## src/rtl/regfile_pkg.sv

```systemverilog
// Shared defaults, constants and the clear-engine state type for the multi-port register file.
package regfile_pkg;

    localparam int unsigned DEF_DATA_W = 32;
    localparam int unsigned DEF_ADDR_W = 5;
    localparam int unsigned ZERO_REG   = '0;

    typedef enum logic [1:0] {
        IDLE,
        CLEAR,
        DONE
    } clr_state_e;

endpackage

```

## src/rtl/regfile_clr_fsm.sv

```systemverilog
// Sequential clear engine: walks a pointer over entries 1..DEPTH-1, one per cycle,
// then pulses done for a single cycle before returning to idle.
module regfile_clr_fsm
    import regfile_pkg::*;
#(
    parameter int unsigned ADDR_W = DEF_ADDR_W
) (
    input  logic              clk_i,
    input  logic              rst_i,
    input  logic              clr_req_i,
    output logic              clr_stb_o,
    output logic [ADDR_W-1:0] clr_ptr_o,
    output logic              clr_busy_o,
    output logic              clr_done_o
);

    localparam int unsigned       DEPTH    = 2 ** ADDR_W;
    localparam logic [ADDR_W-1:0] FirstPtr = ADDR_W'(1);
    localparam logic [ADDR_W-1:0] LastPtr  = ADDR_W'(DEPTH - 1);

    clr_state_e        state_q, state_d;
    logic [ADDR_W-1:0] ptr_q, ptr_d;

    always_comb begin
        state_d    = state_q;
        ptr_d      = ptr_q;
        clr_stb_o  = 1'b0;
        clr_busy_o = 1'b0;
        clr_done_o = 1'b0;
        unique case (state_q)
            IDLE: begin
                if (clr_req_i) begin
                    state_d = CLEAR;
                    ptr_d   = FirstPtr;
                end
            end
            CLEAR: begin
                clr_stb_o  = 1'b1;
                clr_busy_o = 1'b1;
                // Park the pointer at 1 on the last entry so it never wraps to 0.
                if (ptr_q == LastPtr) begin
                    state_d = DONE;
                    ptr_d   = FirstPtr;
                end else begin
                    ptr_d = ptr_q + FirstPtr;
                end
            end
            DONE: begin
                clr_done_o = 1'b1;
                state_d    = IDLE;
            end
            default: state_d = IDLE;
        endcase
    end

    always_ff @(posedge clk_i or posedge rst_i) begin
        if (rst_i) begin
            state_q <= IDLE;
            ptr_q   <= FirstPtr;
        end else begin
            state_q <= state_d;
            ptr_q   <= ptr_d;
        end
    end

    assign clr_ptr_o = ptr_q;

endmodule

```

## src/rtl/regfile_mp_sb.sv

```systemverilog
// Multi-port register file with per-register busy scoreboard and sequential clear engine.
// Define REGFILE_BYPASS_EN to forward same-cycle writeback data onto matching read ports.
module regfile_mp_sb
    import regfile_pkg::*;
#(
    parameter int unsigned DATA_W = DEF_DATA_W,
    parameter int unsigned ADDR_W = DEF_ADDR_W,
    parameter int unsigned NUM_RD = 2
) (
    input  logic                     clk_i,
    input  logic                     rst_i,
    input  logic [NUM_RD*ADDR_W-1:0] rs_addr_i,
    output logic [NUM_RD*DATA_W-1:0] rs_data_o,
    output logic [NUM_RD-1:0]        rs_busy_o,
    input  logic [ADDR_W-1:0]        rd_addr_i,
    input  logic [DATA_W-1:0]        rd_data_i,
    input  logic                     rd_wren_i,
    input  logic                     iss_valid_i,
    input  logic [ADDR_W-1:0]        iss_addr_i,
    input  logic                     clr_req_i,
    output logic                     clr_busy_o,
    output logic                     clr_done_o
);

    localparam int unsigned       DEPTH    = 2 ** ADDR_W;
    localparam logic [ADDR_W-1:0] ZeroAddr = ADDR_W'(ZERO_REG);

    logic              clr_stb;
    logic [ADDR_W-1:0] clr_ptr;
    logic              wr_en;
    logic              iss_en;

    logic [DATA_W-1:0] regs_q [DEPTH];
    logic [DATA_W-1:0] regs_d [DEPTH];
    logic [DEPTH-1:0]  busy_q, busy_d;

    regfile_clr_fsm #(
        .ADDR_W (ADDR_W)
    ) u_clr_fsm (
        .clk_i      (clk_i),
        .rst_i      (rst_i),
        .clr_req_i  (clr_req_i),
        .clr_stb_o  (clr_stb),
        .clr_ptr_o  (clr_ptr),
        .clr_busy_o (clr_busy_o),
        .clr_done_o (clr_done_o)
    );

    assign wr_en  = rd_wren_i && (rd_addr_i != ZeroAddr) && !clr_stb;
    assign iss_en = iss_valid_i && (iss_addr_i != ZeroAddr) && !clr_stb;

    always_comb begin
        regs_d = regs_q;
        busy_d = busy_q;
        if (clr_stb) begin
            regs_d[clr_ptr] = '0;
            busy_d[clr_ptr] = 1'b0;
        end else begin
            if (wr_en) begin
                regs_d[rd_addr_i] = rd_data_i;
                busy_d[rd_addr_i] = 1'b0;
            end
            // Issue after write so a same-cycle issue to the written register keeps it busy.
            if (iss_en) begin
                busy_d[iss_addr_i] = 1'b1;
            end
        end
    end

    always_ff @(posedge clk_i or posedge rst_i) begin
        if (rst_i) begin
            for (int i = 0; i < DEPTH; i++) begin
                regs_q[i] <= '0;
            end
            busy_q <= '0;
        end else begin
            regs_q <= regs_d;
            busy_q <= busy_d;
        end
    end

    for (genvar k = 0; k < NUM_RD; k++) begin : g_rd
        logic [ADDR_W-1:0] addr;
        assign addr = rs_addr_i[k*ADDR_W +: ADDR_W];
`ifdef REGFILE_BYPASS_EN
        logic fwd;
        assign fwd = wr_en && (rd_addr_i == addr);
        assign rs_data_o[k*DATA_W +: DATA_W] = fwd ? rd_data_i : regs_q[addr];
        assign rs_busy_o[k] = fwd ? (iss_valid_i && (iss_addr_i == rd_addr_i)) : busy_q[addr];
`else
        assign rs_data_o[k*DATA_W +: DATA_W] = regs_q[addr];
        assign rs_busy_o[k] = busy_q[addr];
`endif
    end

endmodule
```

## config.mk

```make
export PLATFORM = sky130hd
export DESIGN_NAME = regfile_mp_sb
export DESIGN_NICKNAME = d
export VERILOG_FILES = /design/src/rtl/regfile_pkg.sv /design/src/rtl/regfile_clr_fsm.sv /design/src/rtl/regfile_mp_sb.sv
export SDC_FILE = /design/constraint.sdc
export NUM_CORES = 2
export LEC_CHECK = 0
export ABC_AREA = 1
export CORE_ASPECT_RATIO = 0.7
export CORE_UTILIZATION = 55
export DETAILED_ROUTE_END_ITERATION = 10
export PLACE_DENSITY = 0.72
export SLEW_MARGIN = 15
export SYNTH_ARGS = -nofsm -noshare
export SYNTH_HDL_FRONTEND = slang
export SYNTH_SLANG_ARGS = --single-unit
export TNS_END_PERCENT = 50
```

## constraint.sdc

```tcl
create_clock -name clk_i -period 112 [get_ports clk_i]
set_input_delay 16.8 -clock clk_i [delete_from_list [all_inputs] [get_ports clk_i]]
set_output_delay 16.8 -clock clk_i [all_outputs]
set_load 0.005 [all_outputs]
```

* After elaboration in Yosys (flattened, before gate mapping)
Index checks and enable logic that the tools add are counted.
** Storage, ports and cells
- ROM bits :: 0
- Latch bits :: 0
- Output and inout bits :: 68
- Word-level logic and storage cells :: 118
- Register bits :: 1063
- Input bits :: 57
- RAM bits :: 0
- Memories kept :: 0
** Cells by class
- Mux-type cells :: 35
- Reductions and logical operators :: 17
- Eq/ne operators :: 5
- Multiply operators :: 0
- Bitwise logic cells :: 11
- Shifts and indexed selects :: 0
- Magnitude comparators :: 14
- Div/mod/pow operators :: 0
- $add $sub $neg :: 1
** Operators with widths (number)
- $mux W1024 :: 2
- $and A1024 B1024 Y1024 :: 1
- $bwmux W1024 :: 1
- $not A1024 Y1024 :: 1
- $bmux W32 S5 :: 2
- $demux W32 S5 :: 2
- $mux W32 :: 10
- $and A32 B32 Y32 :: 2
- $not A32 Y32 :: 2
- $or A32 B32 Y32 :: 1
- $lt A5 B6 Y1 const B :: 5
- $ge A6 B6 Y1 const B :: 4
- $not A5 Y6 :: 4
- $demux W1 S5 :: 3
- $ge A5 B1 Y1 const B :: 3
- $lt A6 B1 Y1 const B :: 2
- $bmux W1 S5 :: 2
- $mux W5 :: 2
- $pmux W5 S2 :: 1
- $reduce_bool A5 Y1 :: 2
- $logic_and A1 B1 Y1 :: 9
- $mux W1 :: 7
- $add A5 B1 Y5 const B :: 1
- $eq A5 B5 Y1 const B :: 1
- other kinds (10) :: 13

* Longest topological paths before layout
- Depth in word-level cells :: 11
- Depth in mapped cells :: 12
- Gate-level depth less buffers :: 10

* Hierarchy
A second synthesis with hierarchy kept.
** Unflattened totals
- Cells, all modules :: 9068
- Area, all modules :: 62351.0 um^2
** By module, submodules not included
- regfile_mp_sb :: instances 1, area each 61984.4 um^2, sequential area each 26425.3 um^2, cells an instance 9025
- regfile_clr_fsm :: instances 1, area each 366.6 um^2, sequential area each 176.4 um^2, cells an instance 43

* Worst setup path after synthesis
No wires, ideal clock.
- Path kind :: input-to-output
- Start point :: input rs_addr_i[5]
- End point :: output rs_data_o[32]
- Stages :: 12
- Arrival :: 17.923 ns
- Data required time :: 95.200 ns
- Buffers on the path :: 3
- Slack :: 77.277 ns
- Cell sequence :: buf_2 > inv_2 > buf_2 > clkbuf_1 > nand2_1 > nand3_1 > nand3_1 > nand2_1 > nand2_1 > nand2_1 > nand2_1 > nand2_1
** On the way
- Cells in the longest elaborated chain, start to end :: 4
** RTL lines
- start: declaration :: line regfile_mp_sb.sv:12 : input logic [NUM_RD*ADDR_W-1:0] rs_addr_i,
- $not A5 Y6 (implied by the code) :: line regfile_mp_sb.sv:91 : assign rs_data_o[k*DATA_W +: DATA_W] = regs_q[addr];
- $bmux W32 S5 :: line regfile_mp_sb.sv:91
- $mux W32 (implied by the code) (2 in a row) :: line regfile_mp_sb.sv:91
- end: declaration :: line regfile_mp_sb.sv:13 : output logic [NUM_RD*DATA_W-1:0] rs_data_o,
No other way between the ends. The select of a mux whose other input is x is not followed.

* Worst setup path after layout
- Start point :: input rs_addr_i[5]
- End point :: output rs_data_o[62]
Same word-level chain as after synthesis.

==> summary.log <==
INFO  final_layout   area.growth.synth_to_final=7.769%
INFO  route          avgViaCountPerCell=6.549
INFO  global_route   initial_antenna_violation_count=3
INFO  floorplanning  pin_count=125
INFO  worst_setup_path worst_setup_ep_type=primary output
INFO  synth          synth_top_family_by_area=simple AND/OR/NAND/NOR gates
INFO  place          dp_hpwl=129700µm
INFO  floorplanning  die_w=400.4µm
INFO  synth          ys_warn_count=0
INFO  synth          synth_seq_area_share=43.53%
INFO  worst_setup_path critical_path.reg2reg.startpoint=u_clr_fsm.clr_ptr_o[0]$_DFFE_PP1P_
INFO  flow_run       drv.max_cap_violation_count=0
INFO  floorplanning  design.core.area=109300µm²
INFO  synth          post_synth_mux_area_share=0%
INFO  synth          synthAdderAreaFrac=0.1024%
INFO  synth          synth-seq-cells=1063
INFO  sta            timing.setup.tns=0ns
INFO  global_route   groute.layer.met3.usage=14.57%
INFO  worst_setup_path critical_path.startpoint_type=input port
INFO  worst_setup_path setup.worst_path.class=input port to primary output
INFO  global_route   grt_max_degree=204
INFO  route          drt_first_pass_iters=10
INFO  synth          synth_cell_types=33
INFO  final_layout   nets=8515
INFO  global_route   gr-max-usage-layer=met2
INFO  cts            numClockSinks=1063
INFO  route          postRouteWirelength=249700µm
INFO  cts            clockRootBuffer=sky130_fd_sc_hd__clkbuf_16
INFO  run_status     status=finished, final reports clean
INFO  sta            grt_setup_unrepaired=no
INFO  synth          synth_top_cell_area_share=43.48%
INFO  cts            numCtsBuffers=107
INFO  final_layout   finish.cell_count_without_fillers=9986
INFO  sta            final_period_minus_worst_setup_slack=38.52ns
INFO  cts            cts_setup_buffers=0
INFO  synth          syn-mean-instance-area=6.867µm²
INFO  floorplanning  dieArea=112500µm²
INFO  power          pwr_density_cell=17.29nW/µm²
INFO  worst_setup_path worstPathRequired=95.20ns
INFO  sta            worst-slew-pin-transition=1.343ns
INFO  place          globalplace.congestion=0.9538
INFO  synth          synth_edf_count=0
INFO  route          drc=0
INFO  global_route   wire_length_of_the_first_global_routing_pass=376400µm
INFO  route          dr.first_iter.drc_count=12.00k
INFO  floorplanning  die_span_in_y=280.9µm
INFO  min_path       worst_min_delay_path_category=flip-flop to flip-flop
INFO  sta            final-setup-viol-count=0
INFO  floorplanning  initial_utilization=55.91%
INFO  worst_setup_path worstPathArrival=21.72ns
INFO  cts            cts.hold.buffers_added=0
INFO  synth          synth.area.top_cells=sky130_fd_sc_hd__dfrtp_1 (43%), sky130_fd_sc_hd__nand2_1 (20%), sky130_fd_sc_hd__nand3_1 (17%), sky130_fd_sc_hd__o22ai_1 (4.9%), sky130_fd_sc_hd__inv_1 (3.6%)
INFO  synth          postSynthCellCount=8900
INFO  synth          synth_compound_area_share=9.604%
INFO  cts            worstSkewPairLatency=0.73ns
INFO  synth          synth_simple_gate_area_share=37.65%
INFO  cts            cts_buffer_depth=3
INFO  place          placedCellCount=9785
INFO  cts            cts.clk_slew.worst_paths=0.06ns
INFO  global_route   overflow=0
INFO  place          placement.io_buffers=124
INFO  worst_setup_path critical_path_peak_fanout=91
INFO  power          leakage_power_total=29.67nW
INFO  synth          asyncSetResetFlopFracSynth=100.0%
INFO  final_layout   final_layout_size_suffix_gt1_share=4.670%
INFO  route          ant_nets=0
INFO  synth          synth_fp_nets=8962
INFO  route          routedWlPerCell=25.00µm
INFO  sta            finalHoldViolations=0
INFO  synth          synthFlopType=sky130_fd_sc_hd__dfrtp_1
INFO  route          route.vias.total=65.40k
INFO  sta            max_slew_margin=10.44%
INFO  synth          area_share_of_xor_xnor_cells_in_the_synthesized_design=0%
INFO  sta            final.setup_skew=0.02633ns
INFO  sta            period_share=34.40%
INFO  sta            worst_setup_slack_after_layout=73.48ns
INFO  final_layout   post-route-util=60.25%
INFO  synth          synth_largest_area_cell=sky130_fd_sc_hd__dfrtp_1
INFO  cts            htreeDepth=3
INFO  global_route   first_global_vias=61.54k
INFO  place          dp_slack=73.87ns
INFO  global_route   globalRouteMet1Util=58.58%
INFO  floorplanning  num_rows=101
INFO  sta            clock.fmax=25.96MHz
INFO  global_route   total_routing_resource_utilization_after_global_routing=43.52%
INFO  sta            timing.final.max_slew_violations=0
INFO  worst_setup_path worst_setup_path_startpoint=rs_addr_i[5]
INFO  sta            timing.hold.ws=0.5061ns
INFO  min_path       min-delay-start=regs_q[752]$_DFFE_PP0P_
INFO  global_route   gr-usage-met2=62.93%
INFO  synth          summed_instance_area_of_the_synthesized_netlist=61120µm²
INFO  cts            post_cts_resized=0
INFO  cts            tritoncts=done
INFO  power          power.ir.vdd_worst=0.01827mV
[final timing paths]
kind,depth (start not counted),slack (ns),to
max in group asynchronous,5,92.18,regs_q[83]$_DFFE_PP0P_
hold / removal,2,0.51,regs_q[752]$_DFFE_PP0P_
hold reg to reg,2,0.51,regs_q[752]$_DFFE_PP0P_
setup reg to reg,6,108.97,regs_q[295]$_DFFE_PP0P_
setup / recovery,13,73.48,rs_data_o[62]
min in group asynchronous,2,16.59,regs_q[602]$_DFFE_PP0P_
[registers in the layout, indices dropped and copies added (netlist names)]
signal	count
regs_q	1024
busy_q	32
u_clr_fsm.clr_ptr_o	5
u_clr_fsm.state_q	2
[cells by family (layout without fill, tap and decap cells)]
logic type               Yosys count  count (layout)
flip-flops                      1063            1063
other                              0               1
adder cells (fa/ha/maj)            5               5
AO/OA/AOI/OAI                   1036            1036
buffers and inverters           1400            1043
AND/OR/NAND/NOR                 5396            5396
[layer usage]
metal  share of wire, %  routed length (µm)
met1                 38               94040
met2                 41              102400
met3                 16               40240
met4                5.2               12940
met5              0.019                  48
[worst max-delay path: stages]
cell and delay (ns):
sky130_fd_sc_hd__buf_8 0.49, sky130_fd_sc_hd__buf_4 0.72, sky130_fd_sc_hd__buf_4 0.97, sky130_fd_sc_hd__buf_4 0.94, sky130_fd_sc_hd__nand2_1 0.13, sky130_fd_sc_hd__nand3_1 0.12, sky130_fd_sc_hd__nand3_1 0.09, sky130_fd_sc_hd__nand2_1 0.12
sky130_fd_sc_hd__nand2_1 0.05, sky130_fd_sc_hd__nand2_1 0.14, sky130_fd_sc_hd__nand2_1 0.06, sky130_fd_sc_hd__nand2_1 0.26, sky130_fd_sc_hd__clkdlybuf4s50_1 0.57
[cell type report]
| cell class | instances | area, µm² |
|---|---|---|
| fill | 10080 | 43450 |
| multi-input combinational | 6437 | 29190 |
| sequential | 1063 | 26600 |
| clock buffer | 157 | 3251 |
| inverter | 597 | 2291 |
| timing repair buffer | 247 | 2231 |
| tap | 1442 | 1804 |
| clock inverter | 42 | 498.0 |
| antenna | 1 | 2.502 |
[power breakdown]
group          switching (mW)  total, mW  internal, mW
Sequential             0.0453      0.483         0.438
Combinational           0.183      0.264        0.0811
Clock                   0.167      0.391         0.224
[cells in the mapped netlist, types with 3 or more instances]
master,count
sky130_fd_sc_hd__a21oi_1,35
sky130_fd_sc_hd__o21ai_1,158
sky130_fd_sc_hd__nand4_1,7
sky130_fd_sc_hd__o211ai_1,6
sky130_fd_sc_hd__ha_1,5
sky130_fd_sc_hd__nor3_2,3
sky130_fd_sc_hd__clkbuf_1,513
sky130_fd_sc_hd__nor2_1,65
sky130_fd_sc_hd__or2_2,3
sky130_fd_sc_hd__buf_4,12
sky130_fd_sc_hd__o31ai_2,4
sky130_fd_sc_hd__o21ai_2,9
sky130_fd_sc_hd__buf_6,8
sky130_fd_sc_hd__o21ai_0,341
sky130_fd_sc_hd__inv_1,587
sky130_fd_sc_hd__o22ai_1,481
sky130_fd_sc_hd__buf_2,169
sky130_fd_sc_hd__nand2_2,8
sky130_fd_sc_hd__dfrtp_1,1062
sky130_fd_sc_hd__buf_1,101
sky130_fd_sc_hd__nand2_1,3205
sky130_fd_sc_hd__nand3_1,2093
sky130_fd_sc_hd__inv_2,8
sky130_fd_sc_hd__nor3_1,5
[through the flow]
stage	power (mW)	area, µm²
2_1_floorplan	0.6470	61120
3_3_place_gp	0.7328	62080
3_5_place_dp	0.7396	62080
4_1_cts	1.125	65830
5_1_grt	1.179	65860
6_report	1.139	65860
[layout by cell type, fill, tap and decap left out, drive strengths merged]
| cell | synthesis | final |
|---|---|---|
| bufinv | 0 | 10 |
| o211ai | 6 | 6 |
| clkbuf | 513 | 158 |
| clkinvlp | 0 | 8 |
| a21oi | 35 | 35 |
| clkinv | 2 | 26 |
| ha | 5 | 5 |
| nand4 | 7 | 7 |
| dfrtp | 1062 | 1062 |
| o21a | 1 | 1 |
| nand3 | 2094 | 2094 |
| buf | 290 | 132 |
| nor2 | 68 | 68 |
| diode | 0 | 1 |
| dfstp | 1 | 1 |
| nor3b | 1 | 1 |
| o22ai | 481 | 481 |
| nand2 | 3215 | 3215 |
| o21ai | 508 | 508 |
| or2 | 3 | 3 |
| a31oi | 1 | 1 |
| nor3 | 8 | 8 |
| inv | 595 | 595 |
| o31ai | 4 | 4 |
| clkdlybuf4s50 | 0 | 114 |
No activity file was read; power rests on OpenSTA's default activity.
